`src/rtl/fme_arbiter.sv`:
```
// fme_arbiter: two-requester round-robin front end for one shared
// modular-exponentiation engine. A request is granted in IDLE, its operands
// are latched and launched, and the owner receives a one-cycle done pulse
// when the engine answers.
// Optional watchdog: define FME_ARB_TIMEOUT_EN to abort jobs that exceed
// TIMEOUT_CYCLES cycles in WAIT; without it timeout is tied low.
module fme_arbiter #(
  parameter int TIMEOUT_CYCLES = 4096
) (
  input  logic        clk,
  input  logic        rst,
  input  logic [1:0]  req,
  input  logic [63:0] base,
  input  logic [63:0] exponent,
  input  logic [63:0] modulo,
  output logic [1:0]  gnt,
  output logic [1:0]  done,
  output logic [31:0] result,
  output logic        busy,
  output logic        timeout,
  output logic        fme_start,
  output logic [31:0] fme_base,
  output logic [31:0] fme_exponent,
  output logic [31:0] fme_modulo,
  input  logic [31:0] fme_result,
  input  logic        fme_done
);

  localparam int DATA_W = 32;

  typedef enum logic [1:0] {IDLE, LAUNCH, WAIT, RESPOND} state_t;

  state_t state;
  state_t state_nxt;
  logic   last;    // index of the requester granted most recently
  logic   win;     // index of the requester that wins in the current IDLE cycle
  logic   expire;  // watchdog limit reached in this WAIT cycle

  if (TIMEOUT_CYCLES < 1) begin : g_bad_timeout
    $error("fme_arbiter: TIMEOUT_CYCLES must be at least 1");
  end

  // Select one requester's 32-bit slice out of a packed {slice1, slice0} pair.
  function automatic logic [DATA_W-1:0] pick(input logic [2*DATA_W-1:0] pair,
                                             input logic               sel);
    return sel ? pair[2*DATA_W-1:DATA_W] : pair[DATA_W-1:0];
  endfunction

  // Round-robin winner: a lone requester wins; on a tie the one not served last wins.
  always_comb begin
    win = 1'b0;
    if (req == 2'b11) win = ~last;
    else              win = req[1];
  end

  // State register.
  always_ff @(posedge clk) begin
    if (rst) state <= IDLE;
    else     state <= state_nxt;
  end

  // Next-state logic and the state-decoded outputs.
  always_comb begin
    state_nxt = state;
    fme_start = 1'b0;
    busy      = 1'b1;
    done      = '0;
    case (state)
      IDLE: begin
        busy = 1'b0;
        if (|req) state_nxt = LAUNCH;
      end
      LAUNCH: begin
        fme_start = 1'b1;
        state_nxt = WAIT;
      end
      WAIT: begin
        // fme_done is only meaningful here; it is ignored in every other state.
        if (fme_done || expire) state_nxt = RESPOND;
      end
      RESPOND: begin
        done      = gnt;
        state_nxt = IDLE;
      end
      default: state_nxt = IDLE;
    endcase
  end

  // Grant, operand latch and result capture; reset clears everything so an
  // abandoned job leaves no trace on the outputs.
  always_ff @(posedge clk) begin
    if (rst) begin
      gnt          <= '0;
      last         <= 1'b1;
      fme_base     <= '0;
      fme_exponent <= '0;
      fme_modulo   <= '0;
      result       <= '0;
    end else begin
      if (state == IDLE && req != 2'b00) begin
        gnt          <= win ? 2'b10 : 2'b01;
        last         <= win;
        fme_base     <= pick(base, win);
        fme_exponent <= pick(exponent, win);
        fme_modulo   <= pick(modulo, win);
      end else if (state == RESPOND) begin
        gnt <= '0;
      end
      if (state == WAIT && fme_done)    result <= fme_result;
      else if (state == WAIT && expire) result <= '0;
    end
  end

`ifdef FME_ARB_TIMEOUT_EN
  localparam int WD_W = $clog2(TIMEOUT_CYCLES + 1);

  logic [WD_W-1:0] wd_cnt;
  logic            tmo_flag;

  // Watchdog counter: held at zero outside WAIT, so every WAIT entry starts from zero.
  always_ff @(posedge clk) begin
    if (rst || state != WAIT) wd_cnt <= '0;
    else                      wd_cnt <= wd_cnt + 1'b1;
  end

  // The last permitted WAIT cycle is the one with count TIMEOUT_CYCLES-1.
  assign expire = (state == WAIT) && (wd_cnt == WD_W'(TIMEOUT_CYCLES - 1));

  // Timeout pulse lines up with the owner's done pulse; a coincident fme_done wins.
  always_ff @(posedge clk) begin
    if (rst) tmo_flag <= 1'b0;
    else     tmo_flag <= expire && !fme_done;
  end

  assign timeout = tmo_flag;
`else
  assign expire  = 1'b0;
  assign timeout = 1'b0;
`endif

endmodule

```
`config.mk`:
```
export PLATFORM = sky130hd
export DESIGN_NAME = fme_arbiter
export DESIGN_NICKNAME = d
export VERILOG_FILES = /design/src/rtl/fme_arbiter.sv
export SDC_FILE = /design/constraint.sdc
export NUM_CORES = 1
export LEC_CHECK = 0
export ABC_AREA = 1
export CORE_AREA = 2 2 141 143
export CTS_CLUSTER_SIZE = 12
export DETAILED_ROUTE_END_ITERATION = 8
export DIE_AREA = 0 0 143 145
export PLACE_DENSITY_LB_ADDON = 0.2
export SETUP_SLACK_MARGIN = 0.02
export SYNTH_ARGS = -nofsm -noshare
export SYNTH_HDL_FRONTEND = slang
export SYNTH_SLANG_ARGS = --single-unit
```
`constraint.sdc`:
```
create_clock -name clk -period 1.8 [get_ports clk]
set_input_delay 0.27 -clock clk [delete_from_list [all_inputs] [get_ports clk]]
set_output_delay 0.27 -clock clk [all_outputs]
set_load 0.005 [all_outputs]
```
# Word-level counts from Yosys, hierarchy flattened
# Index checks and enable logic that the tools add are counted.
[word_totals]
regBits = 133
input_bits = 229
output_inout_bits = 135
[classes]
n_eq_ne = 6
muxes = 13
n_bitwise = 1
reduce_logical = 7
[op_table]
columns = ["operator", "count"]
rows = [
  ["$mux 32", 3],
  ["$mux 2", 6],
  ["$pmux 2 s4", 1],
  ["$eq 2x2->1 const B", 3],
  ["$ne 2x2->1 const B", 2],
  ["$reduce_bool 2->1", 2],
  ["$mux 1", 3],
  ["$eq 2x1->1 const B", 1],
  ["$logic_and 1x1->1", 2],
  ["$logic_not 2->1", 1],
  ["$reduce_and 2->1", 1],
  ["$reduce_or 2->1", 1],
  ["$not 1->1", 1],
]

# Logic depth before layout (Yosys ltp)
[logic_depth]
word_depth = 4
ltp_mapped = 9

# Worst setup path after synthesis
# Ideal clock, no wire load.
[synth_path]
path_type = "flip-flop to flip-flop"
startpoint = "reg state[0]"
endpoint = "reg fme_base[10]"
setup_time_ns = 0.132
arrival_time_ns = 1.270
slack_ns = 0.398
stages_incl_launch_ff = 10
path_buffers = 3
cell_sequence = "dfxtp_1 -> inv_1 -> ha_1 -> o21ai_1 -> buf_4 -> inv_4 -> buf_6 -> buf_6 -> nand2_1 -> a21oi_1"
[synth_between]
elab_chain_cells = 2
[synth_lines]
columns = ["item", "line", "text"]
rows = [
  ["start, declared", "33", "state_t state;"],
  ["start signal, assigned", "59", "else state <= state_nxt;"],
  ["$logic_not 2->1", "100", "if (state == IDLE && req != 2'b00) begin"],
  ["$logic_and 1x1->1", "100", ""],
  ["end signal, assigned", "103", "fme_base <= pick(base, win);"],
  ["end, declared", "22", "output logic [31:0] fme_base,"],
]
# Every way passes these cells.
# A chain may end at the register's enable or synchronous reset.

# Worst setup path after layout
[layout_path]
startpoint = "reg state[0]"
endpoint = "out busy"
[layout_between]
elab_chain_cells = 2
[layout_lines]
columns = ["item", "line", "text"]
rows = [
  ["$logic_not 2->1", "68", "case (state)"],
  ["$mux 1", "68", ""],
  ["end, declared", "19", "output logic busy,"],
]
# Every way passes these cells.

==> flow_metrics.tcl <==
set metrics [dict create \
    path_class "reg2out" \
    post_placement_worst_setup_slack_ns 0.0352 \
    postSynthRegisterBits 133 \
    die_outline_width_um 143 \
    tritoncts "yes" \
    drt_pre_antenna_iters 5 \
    report.final.setup_viol 0 \
    startpoint "state[0]" \
    outcome "complete, no violations" \
    num_vias 7017 \
    leakage_uw 0.00437 \
    globalplace.congestion 0.825 \
    antenna_cells 0 \
    endpoint "busy" \
    max_slew.worst_pin.slew_ns 0.534 \
    rr_startpoint "state[0]" \
    numCtsBuffers 17 \
    timing.critical_path.fanout_max 5 \
    ys.flop_type "dfxtp_1" \
    grt_use_total_pct 20.8 \
    worst_clock_skew_ns 0.00858 \
    die-height_um 145 \
    grt_first_pass_wirelength_um 34300 \
    timing.critical_path.from_type "flop" \
    vdd_ir_drop_max_mv 0.613 \
    core_area_mm2 0.0192 \
    cts-hold-fix-buffers 0 \
    synth.area.top_cells "dfxtp_1, nand2_1, nand3_1" \
    postCtsSetupBuffers 0 \
    final_hold_viol_count 0 \
    initial_core_util_pct 31.5 \
    timing_max_transition_violations_final 0 \
    yosysUniqueCellTypes 17 \
    gr-total-overflow 0 \
    drt_iter0_drc 291 \
    detail_route.wirelength_um 22300 \
    postSynthNetCount 1149 \
    synth_most_common_cell "nand2_1" \
    timing.final.crit_share_pct 93.2 \
    hold_slack_ns 0.260 \
    rsz0062_at_grt "false" \
    fp.dieArea_mm2 0.0207 \
    netlist.top_cell.by_area "dfxtp_1" \
    numPortBuffers 362 \
    timing.critical_path.arrival_ns 1.41 \
    clock_pin_transition_on_the_worst_setup_and_hold_timing_paths_ns 0.06 \
    postSynthCellCount 916 \
    r2r_end "fme_modulo[13]" \
    crit_required_ns 1.53 \
    final.setup.worst_slack_ns 0.123 \
    min_period_ns 1.68 \
    hpwl_detailed_um 15600 \
    fmaxAchievable_mhz 596 \
    clk_latency_ns 0.42 \
    max-slew-margin-rel_pct 64.4 \
    drcViolationCount 0 \
    setup_total_negative_slack_ns 0 \
    post_synthesis_to_final_layout_area_growth_pct 74.7 \
    power.density_mw_per_mm2 1220 \
    cts.path.max_buffers 2 \
    reg2reg_setup_slack_ns 0.30 \
    detail_route.vias_per_cell 4.60 \
    via_count_of_the_first_global_routing_pass 6506 \
    hold_path.class "in2reg" \
    cts_max_level 4 \
    synth-async-reset-ratio_pct 0 \
    antenna_found_initial 0 \
    synth-seq-area-share_pct 44.1 \
    setup.worst_path.end_class "output port" \
    syn-cell-area_mm2 0.00604 \
    syn-mean-instance-area_um2 6.60 \
    synth.top_cells.by_count "nand2_1, dfxtp_1, nand3_1" \
    ant_nets 0 \
    sink_count_of_the_clock_tree 133 \
    grt_max_degree 99 \
    synth_edf_count 0 \
    layout-drive-gt1-share_pct 5.08 \
    yosys.area.top_type_share_pct 44.1 \
    fin_nets 1479 \
    yosys_warnings 0 \
    fp-row-count 51 \
    ctsRootBufferMaster "clkbuf_16" \
    num_io_pins 364 \
    cap_viol_max_count 0 \
    r2r.worst_path.cells 7 \
    avgRoutedWirePerCell_um 14.6 \
]
per-layer routing:
layer | track usage (%) | part of all wire [%] | up-vias
met5 | 0 | 0 | -
met4 | 7.43 | 2.1 | 0
met3 | 8.25 | 9.5 | 32
met2 | 35.2 | 47 | 270
met1 | 23.5 | 41 | 3129
li1 | - | - | 3586
flip-flops by register name, indices dropped and copies added (netlist names):
| name | count |
|---|---|
| last | 1 |
| gnt | 2 |
| fme_modulo | 32 |
| result | 32 |
| state | 2 |
| fme_exponent | 32 |
| fme_base | 32 |
cell type report:
cell class / instances / area [µm²]
clock buffer: 18 / 439
clock inverter: 14 / 129
fill: 1854 / 8650
inverter: 10 / 40.0
multi-input combinational: 700 / 3000
sequential: 133 / 2670
tap: 265 / 332
timing repair buffer: 384 / 3950
placed cells by master (no fill, tap or decap):
master           instances
ha_4                     1
inv_6                    6
conb_1                   1
inv_4                    1
a21oi_1                 99
clkbuf_16               17
o21ai_0                 34
nand2_1                392
buf_4                   10
clkinv_4                 1
dfxtp_1                131
dlygate4sd2_1            4
clkdlybuf4s50_1        356
nand2_4                  2
buf_12                  14
ha_2                     1
clkinvlp_4               3
ha_1                     2
inv_8                    4
clkbuf_8                 1
nand3_1                100
o21ai_4                  1
nor2_1                  67
inv_1                    9
dfxtp_2                  2
logic make-up after synthesis:
logic type                 after synthesis  synth area share [%]
AOI/OAI and AO/OA                      134                  11.1
adders and majority gates                4                 0.828
buffers and inverters                   83                  6.94
DFF                                    133                  44.1
other                                    1                0.0621
and+or+nand+nor                        561                  37.0
worst min-delay path by stage:
stage                        start              to  slack [ns]  cells after the start
floorplan           fme_result[10]      result[10]        0.43                      2
CTS                         req[1]          gnt[1]        0.24                      3
finish                      req[1]          gnt[1]        0.26                      3
global placement       fme_base[6]     fme_base[6]        0.45                      2
detailed placement  fme_modulo[28]  fme_modulo[28]        0.45                      2
global route                req[1]          gnt[1]        0.25                      3
critical path, stage by stage, from the launching register on:
cell and delay (ns):
dfxtp_2 0.33, inv_1 0.14, ha_4 0.20, inv_1 0.04
dlygate4sd2_1 0.27
per-stage QoR:
stage,total power [µW],area (µm²),instances,util (%)
after floorplan,6650,6040,916,-
after global placement,9540,9970,1492,51.9
after detailed placement,9580,9970,1492,51.9
after CTS,13000,10500,1524,54.9
after global routing,13700,10600,1524,55.0
final,12800,10600,1524,55.0
repair_timing:
item                       CTS  global route
setup endpoints to repair    4             1
pin swaps                    0             0
gates resized for setup      8             1
gates cloned                 0             0
report_power, final:
| group | leakage (µW) | total, µW | internal, µW | switching [µW] |
|---|---|---|---|---|
| combinational | 0.00301 | 5460 | 2790 | 2670 |
| sequential | 0.00109 | 4030 | 3660 | 367 |
| clock | 0.000273 | 3360 | 1860 | 1490 |
Power figures use the tool's default switching activity.
